--- src/rtl/snake_game_pkg.sv ---
// Shared snake-game types: FSM state encoding, grid defaults and the coordinate width.
// FOOD_FALLBACK_SCAN_EN adds the two scan states used by the food placement fallback.
package snake_game_pkg;

    localparam int COORD_W    = 7;
    localparam int GRID_W_DEF = 32;
    localparam int GRID_H_DEF = 24;

    typedef logic [COORD_W-1:0] coord_t;

`ifdef FOOD_FALLBACK_SCAN_EN
    typedef enum logic [3:0] {
        ST_IDLE,
        ST_GAP_X,
        ST_GAP_Y,
        ST_QUERY,
        ST_CHECK,
        ST_COMMIT,
        ST_FAIL,
        ST_SCAN_Q,
        ST_SCAN_C
    } food_state_e;
`else
    typedef enum logic [3:0] {
        ST_IDLE,
        ST_GAP_X,
        ST_GAP_Y,
        ST_QUERY,
        ST_CHECK,
        ST_COMMIT,
        ST_FAIL
    } food_state_e;
`endif

endpackage

--- src/rtl/food_spawn_ctrl_if.sv ---
// Request, random-word, occupancy-RAM and food-position signals of the food placer.
// master = game FSM / RNG / occupancy RAM side, slave = food_spawn_ctrl.
interface food_spawn_ctrl_if;
    import snake_game_pkg::*;

    logic   spawn_req;
    coord_t rnd;
    logic   occ_rd;
    coord_t occ_x;
    coord_t occ_y;
    logic   occ_hit;
    coord_t food_x;
    coord_t food_y;
    logic   food_valid;
    logic   busy;
    logic   done;
    logic   fail;

    modport master (
        output spawn_req, rnd, occ_hit,
        input  occ_rd, occ_x, occ_y, food_x, food_y, food_valid, busy, done, fail
    );

    modport slave (
        input  spawn_req, rnd, occ_hit,
        output occ_rd, occ_x, occ_y, food_x, food_y, food_valid, busy, done, fail
    );

endinterface

--- src/rtl/food_scan_iter.sv ---
// Row-major grid walker for the fallback scan: current cell, the cell after it, and a
// last-cell flag. Only instantiated when FOOD_FALLBACK_SCAN_EN is defined.
module food_scan_iter
    import snake_game_pkg::*;
#(
    parameter int GRID_W = GRID_W_DEF,
    parameter int GRID_H = GRID_H_DEF
) (
    input  logic   clock_25,
    input  logic   reset,
    input  logic   clr,
    input  logic   adv,
    output coord_t x,
    output coord_t y,
    output coord_t nxt_x,
    output coord_t nxt_y,
    output logic   last
);

    localparam coord_t X_MAX = coord_t'(GRID_W - 1);
    localparam coord_t Y_MAX = coord_t'(GRID_H - 1);

    coord_t x_q, x_d;
    coord_t y_q, y_d;
    logic   row_end;

    always_comb begin
        row_end = (x_q == X_MAX);
        last    = row_end && (y_q == Y_MAX);
        nxt_x   = row_end ? '0 : x_q + coord_t'(1);
        nxt_y   = row_end ? (last ? '0 : y_q + coord_t'(1)) : y_q;
        x_d     = x_q;
        y_d     = y_q;
        if (clr) begin
            x_d = '0;
            y_d = '0;
        end else if (adv) begin
            x_d = nxt_x;
            y_d = nxt_y;
        end
    end

    always_ff @(posedge clock_25) begin
        if (reset) begin
            x_q <= '0;
            y_q <= '0;
        end else begin
            x_q <= x_d;
            y_q <= y_d;
        end
    end

    assign x = x_q;
    assign y = y_q;

endmodule

--- src/rtl/food_spawn_ctrl.sv ---
// Apple placement: draws X then Y from the shared RNG, range-checks, queries occupancy and
// retries on collision. FOOD_FALLBACK_SCAN_EN adds a row-major scan after MAX_TRIES rejections.
//
// state     | meaning
// IDLE      | waiting for spawn_req or a pending request
// GAP_X     | letting SAMPLE_GAP fresh random bits accumulate, then sample X
// GAP_Y     | same for Y
// QUERY     | occupancy read strobe for the candidate cell
// CHECK     | occ_hit valid; accept or reject
// COMMIT    | new food position published, done pulse
// FAIL      | no position found, fail pulse
// SCAN_Q    | fallback scan: strobe current grid cell
// SCAN_C    | fallback scan: check current grid cell
module food_spawn_ctrl
    import snake_game_pkg::*;
#(
    parameter int GRID_W     = GRID_W_DEF,
    parameter int GRID_H     = GRID_H_DEF,
    parameter int SAMPLE_GAP = 7,
    parameter int MAX_TRIES  = 64,
    parameter int INIT_X     = 20,
    parameter int INIT_Y     = 12
) (
    input  logic             clock_25,
    input  logic             reset,
    food_spawn_ctrl_if.slave bus
);

    localparam int GAP_W = $clog2(SAMPLE_GAP + 1);
    localparam int TRY_W = $clog2(MAX_TRIES + 1);

    localparam logic [GAP_W-1:0] GAP_LOAD = GAP_W'(SAMPLE_GAP - 1);
    localparam logic [TRY_W-1:0] TRY_MAX  = TRY_W'(MAX_TRIES);
    localparam coord_t GRID_W_C = coord_t'(GRID_W);
    localparam coord_t GRID_H_C = coord_t'(GRID_H);

    food_state_e      state_q, state_d;
    logic [GAP_W-1:0] gap_q, gap_d;
    logic [TRY_W-1:0] tries_q, tries_d;
    logic             pending_q, pending_d;
    coord_t           cand_x_q, cand_x_d;
    coord_t           occ_x_q, occ_x_d;
    coord_t           occ_y_q, occ_y_d;
    coord_t           food_x_q, food_x_d;
    coord_t           food_y_q, food_y_d;
    logic             food_valid_q, food_valid_d;
    logic             busy_q, busy_d;
    logic             done_q, done_d;
    logic             fail_q, fail_d;
    logic             occ_rd_q, occ_rd_d;
    logic             reject;
    logic             scan_clr;
    logic             scan_adv;

`ifdef FOOD_FALLBACK_SCAN_EN
    coord_t scan_x, scan_y, scan_nxt_x, scan_nxt_y;
    logic   scan_last;

    food_scan_iter #(
        .GRID_W (GRID_W),
        .GRID_H (GRID_H)
    ) u_scan (
        .clock_25 (clock_25),
        .reset    (reset),
        .clr      (scan_clr),
        .adv      (scan_adv),
        .x        (scan_x),
        .y        (scan_y),
        .nxt_x    (scan_nxt_x),
        .nxt_y    (scan_nxt_y),
        .last     (scan_last)
    );
`endif

    always_comb begin
        state_d      = state_q;
        gap_d        = gap_q;
        tries_d      = tries_q;
        pending_d    = pending_q;
        cand_x_d     = cand_x_q;
        occ_x_d      = occ_x_q;
        occ_y_d      = occ_y_q;
        food_x_d     = food_x_q;
        food_y_d     = food_y_q;
        food_valid_d = food_valid_q;
        reject       = 1'b0;
        scan_clr     = 1'b0;
        scan_adv     = 1'b0;

        if (bus.spawn_req && (state_q != ST_IDLE))
            pending_d = 1'b1;

        case (state_q)
            ST_IDLE: begin
                if (bus.spawn_req || pending_q) begin
                    state_d      = ST_GAP_X;
                    gap_d        = GAP_LOAD;
                    tries_d      = '0;
                    pending_d    = 1'b0;
                    food_valid_d = 1'b0;
                    scan_clr     = 1'b1;
                end
            end
            ST_GAP_X: begin
                if (gap_q != '0) begin
                    gap_d = gap_q - GAP_W'(1);
                end else if (bus.rnd >= GRID_W_C) begin
                    reject = 1'b1;
                end else begin
                    cand_x_d = bus.rnd;
                    state_d  = ST_GAP_Y;
                    gap_d    = GAP_LOAD;
                end
            end
            ST_GAP_Y: begin
                if (gap_q != '0) begin
                    gap_d = gap_q - GAP_W'(1);
                end else if (bus.rnd >= GRID_H_C) begin
                    reject = 1'b1;
                end else begin
                    occ_x_d = cand_x_q;
                    occ_y_d = bus.rnd;
                    state_d = ST_QUERY;
                end
            end
            ST_QUERY: state_d = ST_CHECK;
            ST_CHECK: begin
                if (bus.occ_hit) begin
                    reject = 1'b1;
                end else begin
                    state_d      = ST_COMMIT;
                    food_x_d     = occ_x_q;
                    food_y_d     = occ_y_q;
                    food_valid_d = 1'b1;
                end
            end
            ST_COMMIT: state_d = ST_IDLE;
            ST_FAIL:   state_d = ST_IDLE;
`ifdef FOOD_FALLBACK_SCAN_EN
            ST_SCAN_Q: state_d = ST_SCAN_C;
            ST_SCAN_C: begin
                if (!bus.occ_hit) begin
                    state_d      = ST_COMMIT;
                    food_x_d     = occ_x_q;
                    food_y_d     = occ_y_q;
                    food_valid_d = 1'b1;
                end else if (scan_last) begin
                    state_d = ST_FAIL;
                end else begin
                    scan_adv = 1'b1;
                    occ_x_d  = scan_nxt_x;
                    occ_y_d  = scan_nxt_y;
                    state_d  = ST_SCAN_Q;
                end
            end
`endif
            default: state_d = ST_IDLE;
        endcase

        // every rejection (range or collision) counts toward exhaustion
        if (reject) begin
            tries_d = tries_q + TRY_W'(1);
            if (tries_d == TRY_MAX) begin
`ifdef FOOD_FALLBACK_SCAN_EN
                state_d = ST_SCAN_Q;
                occ_x_d = scan_x;
                occ_y_d = scan_y;
`else
                state_d = ST_FAIL;
`endif
            end else begin
                state_d = ST_GAP_X;
                gap_d   = GAP_LOAD;
            end
        end

        occ_rd_d = (state_d == ST_QUERY);
`ifdef FOOD_FALLBACK_SCAN_EN
        if (state_d == ST_SCAN_Q)
            occ_rd_d = 1'b1;
`endif
        done_d = (state_d == ST_COMMIT);
        fail_d = (state_d == ST_FAIL);
        busy_d = !((state_d == ST_IDLE) || (state_d == ST_COMMIT) || (state_d == ST_FAIL));
    end

    always_ff @(posedge clock_25) begin
        if (reset) begin
            state_q      <= ST_IDLE;
            gap_q        <= '0;
            tries_q      <= '0;
            pending_q    <= 1'b0;
            cand_x_q     <= '0;
            occ_x_q      <= '0;
            occ_y_q      <= '0;
            food_x_q     <= coord_t'(INIT_X);
            food_y_q     <= coord_t'(INIT_Y);
            food_valid_q <= 1'b1;
            busy_q       <= 1'b0;
            done_q       <= 1'b0;
            fail_q       <= 1'b0;
            occ_rd_q     <= 1'b0;
        end else begin
            state_q      <= state_d;
            gap_q        <= gap_d;
            tries_q      <= tries_d;
            pending_q    <= pending_d;
            cand_x_q     <= cand_x_d;
            occ_x_q      <= occ_x_d;
            occ_y_q      <= occ_y_d;
            food_x_q     <= food_x_d;
            food_y_q     <= food_y_d;
            food_valid_q <= food_valid_d;
            busy_q       <= busy_d;
            done_q       <= done_d;
            fail_q       <= fail_d;
            occ_rd_q     <= occ_rd_d;
        end
    end

    assign bus.occ_rd     = occ_rd_q;
    assign bus.occ_x      = occ_x_q;
    assign bus.occ_y      = occ_y_q;
    assign bus.food_x     = food_x_q;
    assign bus.food_y     = food_y_q;
    assign bus.food_valid = food_valid_q;
    assign bus.busy       = busy_q;
    assign bus.done       = done_q;
    assign bus.fail       = fail_q;

endmodule
--- src/flat_wrapper.sv ---
// flat-port wrapper written by rule: the top's interface ports become plain ports
module food_spawn_ctrl_flat import snake_game_pkg::*;
#(
    parameter int GRID_W     = GRID_W_DEF,
    parameter int GRID_H     = GRID_H_DEF,
    parameter int SAMPLE_GAP = 7,
    parameter int MAX_TRIES  = 64,
    parameter int INIT_X     = 20,
    parameter int INIT_Y     = 12
)
  (clock_25, reset, bus_spawn_req, bus_rnd, bus_occ_hit, bus_occ_rd, bus_occ_x, bus_occ_y, bus_food_x, bus_food_y, bus_food_valid, bus_busy, bus_done, bus_fail);
  food_spawn_ctrl_if bus_i ();
  input  logic clock_25;
  input  logic reset;
  input wire logic [$bits(bus_i.spawn_req)-1:0] bus_spawn_req;
  input wire logic [$bits(bus_i.rnd)-1:0] bus_rnd;
  input wire logic [$bits(bus_i.occ_hit)-1:0] bus_occ_hit;
  output wire logic [$bits(bus_i.occ_rd)-1:0] bus_occ_rd;
  output wire logic [$bits(bus_i.occ_x)-1:0] bus_occ_x;
  output wire logic [$bits(bus_i.occ_y)-1:0] bus_occ_y;
  output wire logic [$bits(bus_i.food_x)-1:0] bus_food_x;
  output wire logic [$bits(bus_i.food_y)-1:0] bus_food_y;
  output wire logic [$bits(bus_i.food_valid)-1:0] bus_food_valid;
  output wire logic [$bits(bus_i.busy)-1:0] bus_busy;
  output wire logic [$bits(bus_i.done)-1:0] bus_done;
  output wire logic [$bits(bus_i.fail)-1:0] bus_fail;
  assign bus_i.spawn_req = bus_spawn_req;
  assign bus_i.rnd = bus_rnd;
  assign bus_i.occ_hit = bus_occ_hit;
  assign bus_occ_rd = bus_i.occ_rd;
  assign bus_occ_x = bus_i.occ_x;
  assign bus_occ_y = bus_i.occ_y;
  assign bus_food_x = bus_i.food_x;
  assign bus_food_y = bus_i.food_y;
  assign bus_food_valid = bus_i.food_valid;
  assign bus_busy = bus_i.busy;
  assign bus_done = bus_i.done;
  assign bus_fail = bus_i.fail;
  food_spawn_ctrl #(.GRID_W(GRID_W), .GRID_H(GRID_H), .SAMPLE_GAP(SAMPLE_GAP), .MAX_TRIES(MAX_TRIES), .INIT_X(INIT_X), .INIT_Y(INIT_Y)) u_core (.clock_25(clock_25), .reset(reset), .bus(bus_i));
endmodule
--- config.mk ---
export PLATFORM = sky130hd
export DESIGN_NAME = food_spawn_ctrl_flat
export DESIGN_NICKNAME = d
export VERILOG_FILES = /design/src/rtl/snake_game_pkg.sv /design/src/rtl/food_spawn_ctrl_if.sv /design/src/rtl/food_scan_iter.sv /design/src/rtl/food_spawn_ctrl.sv /design/src/flat_wrapper.sv
export SDC_FILE = /design/constraint.sdc
export NUM_CORES = 1
export LEC_CHECK = 0
export CAP_MARGIN = 20
export CORE_UTILIZATION = 55
export DETAILED_ROUTE_END_ITERATION = 10
export GPL_ROUTABILITY_DRIVEN = 0
export PLACE_DENSITY_LB_ADDON = 0.3
export SLEW_MARGIN = 20
export SYNTH_ARGS = -nofsm -noshare
export SYNTH_HDL_FRONTEND = slang
export SYNTH_HIERARCHICAL = 1
export SYNTH_SLANG_ARGS = --single-unit
--- constraint.sdc ---
create_clock -name clock_25 -period 4.51 [get_ports clock_25]
set_clock_uncertainty 0.05 [all_clocks]
set_input_delay 1.353 -clock clock_25 [delete_from_list [all_inputs] [get_ports clock_25]]
set_output_delay 1.353 -clock clock_25 [all_outputs]
set_load 0.05 [all_outputs]
Word-level counts from Yosys, hierarchy flattened
Cells that the tools add are included.
- register bits: 55
- bits in latches: 0
- memory bits (writable): 0
- bits in read-only memories: 0
- bits of input ports: 11
- memories: 0
- add/subtract/negate cells: 2
- $mul: 0
- div/mod/pow operators: 0
- $lt $le $gt $ge: 2
- eq/ne operators: 10
- shifts and indexed selects: 0
- muxes and demuxes: 31
- bitwise logic cells: 4
- reduce and logical (&&, ||, !) cells: 17
- operators by type and width (kind ; count):
    $mux 4 ; 7
    $mux 3 ; 7
    $mux 7 ; 3
    $pmux 4 s5 ; 1
    $eq 4x2->1 const B ; 3
    $eq 4x3->1 const B ; 3
    $mux 1 ; 10
    $pmux 3 s3 ; 1
    $reduce_and 3->1 ; 3
    $logic_not 4->1 ; 2
    $add 7x1->7 const B ; 1
    $eq 7x7->1 const B ; 1
    $ge 7x5->1 const B ; 1
    $ge 7x6->1 const B ; 1
    $reduce_bool 2->1 ; 3
    $eq 4x1->1 const B ; 1
    $not 1->1 ; 4
    $reduce_and 2->1 ; 2
    $reduce_bool 4->1 ; 1
    $logic_or 1x1->1 ; 3
    $pmux 1 s3 ; 1
    $reduce_bool 3->1 ; 1
    $sub 3x1->3 const B ; 1
    $ne 2x1->1 const B ; 1
    other kinds (4) ; 4

Depth between registers and ports, before layout
- depth in word-level cells: 9
- depth in mapped cells: 8

Least setup slack after synthesis
No wires, ideal clock.
- kind: input to register
- from: input bus_rnd[6]
- to: register u_core.busy_q, in the netlist u_core/bus.busy
- library setup time: 122 ps
- data arrival time: 2447 ps
- path slack: 1891 ps
- stages on the path: 4
- cell sequence: or2_2 a32oi_4 nand3_1 o311a_1
- word-level cells in the longest chain between the ends: 9
- RTL lines (element ; RTL line ; source):
    start: declaration ; flat_wrapper.sv:16 ; input wire logic [$bits(bus_i.rnd)-1:0] bus_rnd;
    $ge 7x5->1 / $ge 7x6->1 (equally long branches) ; food_spawn_ctrl.sv:118, food_spawn_ctrl.sv:107 ;
    $mux 4 (tied with other cells) ; food_spawn_ctrl.sv:118 ; end else if (bus.rnd >= GRID_H_C) begin
    $mux 4 (tied with other cells) ; food_spawn_ctrl.sv:116 ; if (gap_q != '0) begin
    $pmux 4 s5 / $pmux 1 s3 (equally long branches) ; food_spawn_ctrl.sv:93 ; case (state_q)
    $mux 4 * ; food_spawn_ctrl.sv:161 ; if (reject) begin
    $eq 4x3->1 / $logic_not 4->1 (equally long branches) ; food_spawn_ctrl.sv:184 ; busy_d = !((state_d == ST_IDLE) || (state_d == ST_COMMIT) || (state_d == ST_FAIL));
    $logic_or 1x1->1 ; food_spawn_ctrl.sv:184 ;
    $logic_or 1x1->1 * ; food_spawn_ctrl.sv:184 ;
    $logic_not 1->1 * ; food_spawn_ctrl.sv:184 ;
    end signal: assignment ; food_spawn_ctrl.sv:214 ; busy_q <= busy_d;
    end: declaration ; food_spawn_ctrl.sv:47 ; logic busy_q, busy_d;
Mark *: on every way between the ends. The rest lies on a longest branch, timed or not.
A chain may end at the register's enable or synchronous reset.

Worst setup path in the final report
- from: input bus_rnd[5]
- to: register u_core.state_q[0]
- word-level cells in the longest chain between the ends: 5
- RTL lines (element ; RTL line ; source):
    $ge 7x5->1 / $ge 7x6->1 (equally long branches) ; food_spawn_ctrl.sv:118, food_spawn_ctrl.sv:107 ;
    $mux 4 (tied with other cells) ; food_spawn_ctrl.sv:118 ;
    $mux 4 (tied with other cells) ; food_spawn_ctrl.sv:116 ;
    $pmux 4 s5 / $pmux 1 s3 (equally long branches) ; food_spawn_ctrl.sv:93 ;
    $mux 4 * ; food_spawn_ctrl.sv:161 ;
    end signal: assignment ; food_spawn_ctrl.sv:204 ; state_q <= state_d;
    end: declaration ; food_spawn_ctrl.sv:37 ; food_state_e state_q, state_d;
Marks and branches as above.

==> impl_metrics.xml <==
<?xml version="1.0" encoding="UTF-8"?>
<metrics>
  <group name="grt">
    <metric name="initial_antenna_violation_count" unit="">0</metric>
    <metric name="grt_start_max_net_pins" unit="">45</metric>
    <metric name="first_global_vias" unit="">1628</metric>
    <metric name="global_route.overflow_total" unit="">0</metric>
    <metric name="grt_usage" unit="%">22.4</metric>
    <metric name="grt_pass1_wl" unit="µm">7580</metric>
  </group>
  <group name="critical_path">
    <metric name="crit_path_cell_trace" unit="">clkdlybuf4s50_1 -&gt; a211oi_1 -&gt; nand4b_1 -&gt; a211o_4 -&gt; o311a_1</metric>
    <metric name="criticalPathCategory" unit="">in -&gt; reg</metric>
    <metric name="timing.critical_path.slowest_cell_delay" unit="ps">700</metric>
    <metric name="r2r.worst_path.cells" unit="">6</metric>
    <metric name="rr_endpoint" unit="">u_core/state_q[0]$_SDFF_PP0_</metric>
    <metric name="cp_data_required_time" unit="ps">4660</metric>
    <metric name="setup.reg_to_reg.worst_slack" unit="ps">1860</metric>
    <metric name="cpMaxStageDelayCell" unit="">nand4b_1</metric>
    <metric name="critPathMaxFanout" unit="">19</metric>
    <metric name="timing.critical_path.arrival" unit="ps">3420</metric>
    <metric name="critical_path.n_buffers_inverters" unit="">1</metric>
    <metric name="r2r_start" unit="">u_core/gap_q[0]$_SDFF_PP0_</metric>
    <metric name="critical_path.startpoint_type" unit="">input pin</metric>
    <metric name="cpLargestDelayFamily" unit="">compound AO/OA/AOI/OAI gates</metric>
    <metric name="cp-end-kind" unit="">register</metric>
  </group>
  <group name="power">
    <metric name="internal-power" unit="W">0.000689</metric>
    <metric name="sw_frac_of_total" unit="%">23.0</metric>
    <metric name="worst_ir_drop_vdd" unit="V">0.000191</metric>
    <metric name="p_per_area" unit="nW/µm²">306</metric>
    <metric name="clockPowerShare" unit="%">35.9</metric>
    <metric name="switching_power_summed_over_all_nets" unit="W">0.000206</metric>
    <metric name="power.leakage" unit="nW">1.09</metric>
    <metric name="seqPwrFrac" unit="%">55.9</metric>
    <metric name="combPwrFrac" unit="%">8.2</metric>
  </group>
  <group name="timing">
    <metric name="setup_viol_count_final" unit="">0</metric>
    <metric name="slew_headroom" unit="%">40.3</metric>
    <metric name="maxSlewViolCount" unit="">0</metric>
    <metric name="total_negative_slack_for_setup_checks" unit="ps">0</metric>
    <metric name="final.setup.worst_slack" unit="ps">1240</metric>
    <metric name="rsz_0062_raised_after_global_routing" unit="">false</metric>
    <metric name="fin_crit" unit="ps">3270</metric>
    <metric name="worst_slew_pin_slew" unit="ps">894</metric>
    <metric name="hold_fails_final_rpt" unit="">0</metric>
    <metric name="fmax" unit="MHz">306</metric>
    <metric name="post-route-period-util" unit="%">72.5</metric>
  </group>
  <group name="final_layout">
    <metric name="fill_cells" unit="">306</metric>
    <metric name="insertedDiodeCount" unit="">0</metric>
    <metric name="flow.area_growth_from_synthesis" unit="%">23.2</metric>
    <metric name="fin_nets" unit="">298</metric>
    <metric name="post_route_cells_drive_above_1_share" unit="%">7.02</metric>
  </group>
  <group name="floorplan">
    <metric name="initial_utilization" unit="%">58.5</metric>
    <metric name="design.die.area" unit="µm²">4580</metric>
    <metric name="pin_count" unit="">44</metric>
    <metric name="core_area" unit="µm²">4060</metric>
    <metric name="row_count" unit="">23</metric>
    <metric name="die_width" unit="µm">67.7</metric>
    <metric name="dieHeight" unit="µm">67.7</metric>
  </group>
  <group name="clock_network">
    <metric name="postCtsSetupRepairBufs" unit="">0</metric>
    <metric name="postCtsResizedCells" unit="">0</metric>
    <metric name="cts_max_level" unit="">2</metric>
    <metric name="master_cell_of_the_clock_root_buffer" unit="">clkbuf_8</metric>
    <metric name="cts_num_sinks" unit="">55</metric>
    <metric name="tritoncts" unit="">built</metric>
    <metric name="path_clk_slew" unit="ps">90</metric>
    <metric name="cts-buffers-inserted" unit="">5</metric>
    <metric name="clkLatencyLatePin" unit="ps">300</metric>
    <metric name="clockBufferDepth" unit="">2</metric>
    <metric name="cts_hold_buf" unit="">0</metric>
  </group>
  <group name="route">
    <metric name="drc" unit="">0</metric>
    <metric name="detail-route-antenna-nets" unit="">0</metric>
    <metric name="route.top_layer_used" unit="">met4</metric>
    <metric name="drtIter0Drc" unit="">185</metric>
    <metric name="drt-total-wl" unit="µm">4850</metric>
    <metric name="vias" unit="">1887</metric>
    <metric name="detailroute.wirelength.met2" unit="µm">2230</metric>
    <metric name="routed_wire_length_per_instance" unit="µm">14.5</metric>
    <metric name="met1Wirelength" unit="µm">2330</metric>
    <metric name="post_drt_via_cell_ratio" unit="">5.63</metric>
    <metric name="drt_pass1_iterations" unit="">5</metric>
    <metric name="wl_met3" unit="µm">251</metric>
  </group>
  <group name="synthesis">
    <metric name="seq_area_frac_synth" unit="%">46.4</metric>
    <metric name="synth_top_flop_cell" unit="">dfxtp_1</metric>
    <metric name="post-synth-top-count-cell" unit="">dfxtp_1</metric>
    <metric name="ys_warn_count" unit="">6</metric>
    <metric name="edff_count_synth" unit="">0</metric>
    <metric name="syn_area" unit="µm²">2370</metric>
    <metric name="mappedNetlistNets" unit="">259</metric>
    <metric name="most_frequent_cells_after_synthesis" unit="">dfxtp_1, nor2_1, mux2i_1</metric>
    <metric name="avgSynthCellArea" unit="µm²">9.69</metric>
    <metric name="post_synth_inst_count" unit="">245</metric>
    <metric name="synth.area.top_cells" unit="">dfxtp_1, mux2i_1, nor2_1, a21oi_1, nand2_1</metric>
    <metric name="async_flop_share" unit="%">0</metric>
    <metric name="synth_top_cell_area_share" unit="%">46.4</metric>
    <metric name="synth.distinct_cells" unit="">53</metric>
    <metric name="synth_top_area_cell" unit="">dfxtp_1</metric>
    <metric name="ys_ff_latch" unit="">55</metric>
  </group>
  <group name="placement">
    <metric name="dp_hpwl" unit="µm">3340</metric>
    <metric name="number_of_buffer_cells_added_on_primary_ports" unit="">43</metric>
    <metric name="dp_worst_setup_slack" unit="ps">927</metric>
  </group>
  <group name="min_path">
    <metric name="hold-path-endpoint" unit="">u_core/bus.food_valid$_SDFFE_PP1P_</metric>
    <metric name="min_from" unit="">u_core/bus.food_valid$_SDFFE_PP1P_</metric>
    <metric name="hold_crit_depth" unit="">2</metric>
    <metric name="hp-class" unit="">reg -&gt; reg</metric>
  </group>
  <group name="run_status">
    <metric name="run_status" unit="">completed</metric>
  </group>
  <group name="flow_run">
    <metric name="maxCapViolCount" unit="">0</metric>
  </group>
</metrics>
cell type report:
type,count,area (µm²),area share (%)
Tap cell,50,62.6,2.14
Inverter,4,15.0,0.513
Clock inverter,2,38.8,1.33
Multi-Input combinational cell,172,1180,40.4
Clock buffer,6,72.6,2.48
Timing Repair Buffer,46,453,15.5
Sequential cell,55,1100,37.7
cell usage in the layout, fill, tap and decap left out, types with 2 or more instances in the layout:
cell,count
a211oi_1,2
a21oi_1,14
a21oi_2,2
a22o_1,3
a31oi_1,3
and2_1,2
and3_1,4
buf_4,3
clkbuf_8,5
clkdlybuf4s50_1,43
dfxtp_1,55
ha_1,3
inv_1,3
mux2i_1,27
nand2_1,16
nand2b_1,3
nand3_1,9
nand4_1,8
nor2_1,31
nor2b_1,4
nor3_1,2
nor4_1,3
nor4b_1,2
o21ai_0,3
o2bb2ai_1,3
o311a_1,2
or3_1,3
how the worst max path moves through the flow:
stage / start / end / slack (ps) / cells after the start
after global routing: bus_rnd[6] / u_core/state_q[0]$_SDFF_PP0_ / 1080 / 5
after global placement: bus_rnd[4] / u_core/bus.busy$_SDFF_PP0_ / 990 / 5
final: bus_rnd[5] / u_core/state_q[0]$_SDFF_PP0_ / 1240 / 5
after detailed placement: bus_rnd[5] / u_core/state_q[0]$_SDFF_PP0_ / 930 / 5
after floorplan: bus_rnd[6] / u_core/bus.busy$_SDFF_PP0_ / 1890 / 4
after CTS: bus_rnd[5] / u_core/state_q[0]$_SDFF_PP0_ / 1260 / 5
flip-flops by register name, summed over array words and instances (netlist names):
name	cells
u_core/bus.food_x	7
u_core/bus.occ_rd	1
u_core/tries_q	7
u_core/bus.busy	1
u_core/state_q	4
u_core/pending_q	1
u_core/bus.occ_x	7
u_core/cand_x_q	7
u_core/bus.fail	1
u_core/bus.occ_y	7
u_core/gap_q	3
u_core/bus.food_y	7
u_core/bus.done	1
u_core/bus.food_valid	1
power by group through the flow:
stage          registers [W]  logic (W)  clock network (W)
3_5_place_dp        0.000512  0.0000731                  0
6_report            0.000501  0.0000735           0.000321
3_3_place_gp        0.000512  0.0000714                  0
5_1_grt             0.000502  0.0000794           0.000355
2_1_floorplan       0.000513  0.0000463                  0
4_1_cts             0.000501  0.0000735           0.000332
routing by layer:
metal  vias up  global-route usage (%)
met2        50                    33.2
met1       874                    30.3
met4         0                    8.24
met5         -                       0
met3         6                    7.09
li1        957                       -
cell families after synthesis:
logic type / Yosys count / synth area share, %
buffers and inverters: 18 / 3.85
AOI/OAI and AO/OA: 42 / 13.4
and+or+nand+nor: 97 / 22.4
muxes: 28 / 11.9
adders and majority gates: 3 / 1.58
xor gates and xnor gates: 1 / 0.369
other: 1 / 0.158
DFF: 55 / 46.4
metrics by stage:
stage | std cells | area (µm²) | power [W] | hold slack [ps] | utilization [%]
2_1_floorplan | 245 | 2370 | 0.000559 | 386 | -
3_3_place_gp | 327 | 2810 | 0.000583 | 392 | 69.3
3_5_place_dp | 327 | 2810 | 0.000585 | 388 | 69.3
4_1_cts | 335 | 2920 | 0.000906 | 405 | 72.1
5_1_grt | 335 | 2920 | 0.000936 | 425 | 72.1
6_report | 335 | 2920 | 0.000896 | 401 | 72.1
worst min-delay path, delay by kind of cell, from the launching register on:
kind             cells  cell delay [ps]
DFF                  1              320
and+or+nand+nor      2               90
(Power assumes the default switching activity.)
